File: config.mk
export PLATFORM = sky130hd
export DESIGN_NAME = regfile_sb
export DESIGN_NICKNAME = d
export VERILOG_FILES = /design/src/rtl/regfile_sb.sv
export SDC_FILE = /design/constraint.sdc
export NUM_CORES = 2
export LEC_CHECK = 0
export CAP_MARGIN = 5
export CORE_ASPECT_RATIO = 0.9
export CORE_MARGIN = 4
export CORE_UTILIZATION = 47
export CTS_CLUSTER_SIZE = 14
export DETAILED_ROUTE_END_ITERATION = 8
export PLACE_DENSITY = 0.68
export SLEW_MARGIN = 5
export SYNTH_ARGS = -nofsm -noshare
export SYNTH_HDL_FRONTEND = slang
export SYNTH_SLANG_ARGS = --single-unit
File: constraint.sdc
create_clock -name clk -period 2.8 [get_ports clk]
set_clock_uncertainty 0.1 [all_clocks]
set_input_delay 0.56 -clock clk [delete_from_list [all_inputs] [get_ports clk]]
set_output_delay 0.56 -clock clk [all_outputs]
set_load 0.01 [all_outputs]
File: src/rtl/regfile_sb.sv
// Parametrised multi-read, dual-write-back integer register file with a per-register
// busy-bit scoreboard for RAW/WAW hazard detection, write-to-read bypass and flush.
module regfile_sb #(
    parameter int  XLEN   = 32,
    parameter int  NREGS  = 32,
    parameter int  NUM_RP = 2,
    parameter bit  BYPASS = 1'b1,
    localparam int AW     = $clog2(NREGS)
) (
    input  logic                   clk,
    input  logic                   rst_n,
    input  logic                   flush_i,
    input  logic [NUM_RP*AW-1:0]   rd_addr_i,
    output logic [NUM_RP*XLEN-1:0] rd_data_o,
    output logic [NUM_RP-1:0]      rd_busy_o,
    input  logic                   iss_valid_i,
    input  logic [AW-1:0]          iss_rd_i,
    output logic                   iss_ready_o,
    input  logic                   wb0_we_i,
    input  logic [AW-1:0]          wb0_addr_i,
    input  logic [XLEN-1:0]        wb0_data_i,
    input  logic                   wb1_we_i,
    input  logic [AW-1:0]          wb1_addr_i,
    input  logic [XLEN-1:0]        wb1_data_i
);

    logic [XLEN-1:0]  mem_q [NREGS];
    logic [NREGS-1:0] busy_q, busy_d;
    logic             iss_wb_hit;

    // Entry 0 is only ever reset, never written, so it reads as zero naturally.
    always_ff @(posedge clk or negedge rst_n) begin
        if (!rst_n) begin
            for (int i = 0; i < NREGS; i++) mem_q[i] <= '0;
        end else begin
            for (int i = 1; i < NREGS; i++) begin
                if (wb1_we_i && wb1_addr_i == AW'(i))      mem_q[i] <= wb1_data_i;
                else if (wb0_we_i && wb0_addr_i == AW'(i)) mem_q[i] <= wb0_data_i;
            end
        end
    end

    for (genvar k = 0; k < NUM_RP; k++) begin : g_rp
        logic [AW-1:0] a;
        logic          hit0, hit1;
        assign a    = rd_addr_i[k*AW +: AW];
        assign hit0 = wb0_we_i && (wb0_addr_i == a) && (a != '0);
        assign hit1 = wb1_we_i && (wb1_addr_i == a) && (a != '0);
        assign rd_data_o[k*XLEN +: XLEN] = (BYPASS && hit1) ? wb1_data_i :
                                           (BYPASS && hit0) ? wb0_data_i : mem_q[a];
        assign rd_busy_o[k] = busy_q[a] && !(BYPASS && (hit0 || hit1)) && (a != '0);
    end

    // A write-back landing on the destination this cycle frees it, so the issue may go.
    assign iss_wb_hit  = (wb0_we_i && wb0_addr_i == iss_rd_i) ||
                         (wb1_we_i && wb1_addr_i == iss_rd_i);
    assign iss_ready_o = !flush_i && ((iss_rd_i == '0) || !busy_q[iss_rd_i] || iss_wb_hit);

    always_comb begin
        busy_d = busy_q;
        if (wb0_we_i) busy_d[wb0_addr_i] = 1'b0;
        if (wb1_we_i) busy_d[wb1_addr_i] = 1'b0;
        if (iss_valid_i && iss_ready_o && iss_rd_i != '0) busy_d[iss_rd_i] = 1'b1;
        if (flush_i) busy_d = '0;
        busy_d[0] = 1'b0;
    end

    always_ff @(posedge clk or negedge rst_n) begin
        if (!rst_n) busy_q <= '0;
        else        busy_q <= busy_d;
    end

endmodule

==> flow_metrics.env <==
export IMPL_run_status="complete, but fails checks"
export IMPL_violations="setup timing"
export IMPL_grt_pass1_wl_um=441800
export IMPL_post_place_cells=8854
export IMPL_synth_edf_count=0
export IMPL_instances_no_fill=9307
export IMPL_path_class="flip-flop to output pin"
export IMPL_grt_pass1_vias=62390
export IMPL_hold_viol_final=0
export IMPL_num_vias=63955
export IMPL_fin_util=0.6299
export IMPL_crit_required_ns=2.14
export IMPL_root_buffer="clkbuf_16"
export IMPL_ys_seq_area_frac=0.3873
export IMPL_synthFlopType="dfrtp_1"
export IMPL_synth_fp_nets=6591
export IMPL_nNetsFinal=7461
export IMPL_detail_route_iter0_violations=9377
export IMPL_cap_violations=0
export IMPL_fillers=10625
export IMPL_die_w_um=403.3
export IMPL_grt_max_degree=111
export IMPL_syn2layout_area_growth_pct=33.13
export IMPL_final_cell_mix="mux2i_1 (1129), dfrtp_1 (1023), buf_4 (984), nor2_1 (611), nand2_1 (551)"
export IMPL_yosysTopAreaCellShare=0.3873
export IMPL_relSlewSlack=0.5471
export IMPL_die_h_um=363.8
export IMPL_synth_warnings=32
export IMPL_num_io_pins=162
export IMPL_setup_slack_ns=-0.7328
export IMPL_synth_area_top_cells="dfrtp_1 (39%), mux2i_1 (17%), mux4_2 (13%)"
export IMPL_syn_avg_cell_area_um2=10.18
export IMPL_synth_cell_types=70
export IMPL_holdWs_ns=0.2028
export IMPL_gp_congestion=1.020
export IMPL_syn_inst=6496
export IMPL_critPathSlowestCell="mux4_2"
export IMPL_fin_crit_sh=1.262
export IMPL_rows=130
export IMPL_setup_viol=67
export IMPL_pre_cts_slack_ns=-1.265
export IMPL_start_util=0.4731
export IMPL_final_common_cell="mux2i_1"
export IMPL_worst_pin_slew_ns=0.6794
export IMPL_clock_sinks=1023
export IMPL_final_area_mm2=0.08801
export IMPL_core_area_mm2=0.1397
export IMPL_max_freq_ghz=0.2831
export IMPL_setup_tns_ns=-37.32
export IMPL_die_area_mm2=0.1467
export IMPL_drive_above_1_share=0.3455
export IMPL_via_per_inst=6.872
export IMPL_clockBufferDepth=3
export IMPL_wl_per_cell_um=33.76
export IMPL_grt_util_all_layers=0.4128
export IMPL_cp_common_cell="mux4_2"
export IMPL_critical_path_cell_chain="mux4_2 > mux4_2 > nor2_4 > nor4_2 > a221o_1 > buf_2"
export IMPL_start_kind="flip-flop"
export IMPL_worstPathMaxFanout=2
export IMPL_antenna_found_initial=15
export IMPL_end_kind="output pin"
export IMPL_htreeDepth=3
export IMPL_ys_ff_latch=1023
export IMPL_clock_latency_ns=0.79
export IMPL_p_per_area_mw_per_mm2=628.0
export IMPL_ir_drop_mv=0.5628
export IMPL_place_area_mm2=0.07918
export IMPL_dpl_hpwl_um=202100
export IMPL_ant_nets=0
export IMPL_totalWireLength_um=314200
export IMPL_syn_area_mm2=0.06611
export IMPL_period_needed_ns=3.533
export IMPL_hold_class="primary input to async pin"
export IMPL_cts_buffers=111
export IMPL_r2r_slack_ns=0.07
export IMPL_yosys_area_top_type="dfrtp_1"
export IMPL_rsz0062_at_grt="true"
export IMPL_cp_slowest_stage_delay_ns=0.52
export IMPL_async_flop_share=1.000
export IMPL_io_buffers=161
export IMPL_clkTransAtPathRegs_ns=0.06
export IMPL_cellLeakagePower_nw=38.62
export IMPL_drc=0
export IMPL_slew_violations=0
export IMPL_crit_arrival_ns=2.87
export IMPL_cts_tree="yes"
export IMPL_total_power_mw=55.27
export IMPL_dr_pass1_iters=6
export IMPL_grt_ovfl_total=0
cell families after synthesis:
logic type,share of synthesized area
simple gates,0.09808
xor+xnor,0.003710
flops,0.3873
buf+inv,0.05655
mux,0.3284
compound gates,0.1260
final timing paths:
check                           depth (start not counted)        start            end
worst min register to register                          2   mem_q[231]     mem_q[231]
worst max-delay path                                    6   mem_q[657]  rd_data_o[49]
max in group asynchronous                               4        rst_n     mem_q[313]
worst min-delay path                                    2        rst_n     mem_q[130]
worst max register to register                         14    busy_q[9]     busy_q[21]
min in group clk                                        4  iss_rd_i[2]     busy_q[23]
power by group:
part | switching, mW | internal, mW
clock network | 6.78 | 8.85
registers | 2.91 | 18.6
logic | 8.24 | 9.88
repair_timing:
item | CTS | global route
pin swaps | 152 | 138
setup buffers | 139 | 115
endpoints found under the setup margin | 67 | 83
cloned | 10 | 11
endpoints found under the hold margin | 122 | 0
hold buffers | 1 | 0
gates resized for setup | 675 | 234
registers in the layout, summed over array words and instances (netlist names):
name and cells:
mem_q 992, busy_q 31
cell usage after synthesis (15+ instances only):
cell type	count
dfrtp_1	1023
a221oi_1	61
nor2b_1	52
clkbuf_1	493
nor3_1	37
buf_6	23
a21oi_1	547
buf_1	84
mux4_2	393
mux2i_1	1136
nand2_1	586
nor2_1	655
nand2b_1	28
buf_4	45
xnor2_1	15
a22oi_1	46
mux2_2	109
buf_2	172
o21ai_0	508
nand3_1	34
a31oi_1	25
nand4_1	16
a221o_1	43
o22ai_1	107
a211oi_1	20
nor4_1	30
worst max-delay path, delay by kind of cell (launching register included):
family | cells | cell delay [ns]
buffers and inverters | 1 | 0.16
AO/OA/AOI/OAI | 1 | 0.31
flip-flops | 1 | 0.40
multiplexers | 2 | 1.00
AND/OR/NAND/NOR | 2 | 0.23
area by class of cell:
type	count	area (µm²)	share of cell area
diodes	7	17.52	0.0001990
clock buffers	170	3299	0.03749
clock inverters	29	444.2	0.005047
inverters	8	37.54	0.0004265
multi-input cells	4643	39530	0.4491
flip-flops and latches	1023	25600	0.2909
well taps	1848	2312	0.02627
repair buffers	1579	16770	0.1905
routing by layer:
metal  up-vias  routed length (µm)  GRT usage  part of all wire
met2      5683              127600     0.5819              0.41
met1     31217              107800     0.5146              0.34
met3      1587               48990     0.1584              0.16
met5         -                  91          0           0.00029
li1      25456                   -          -                 -
met4        12               29660     0.3075             0.094
No activity file was read; power rests on OpenSTA's default activity.
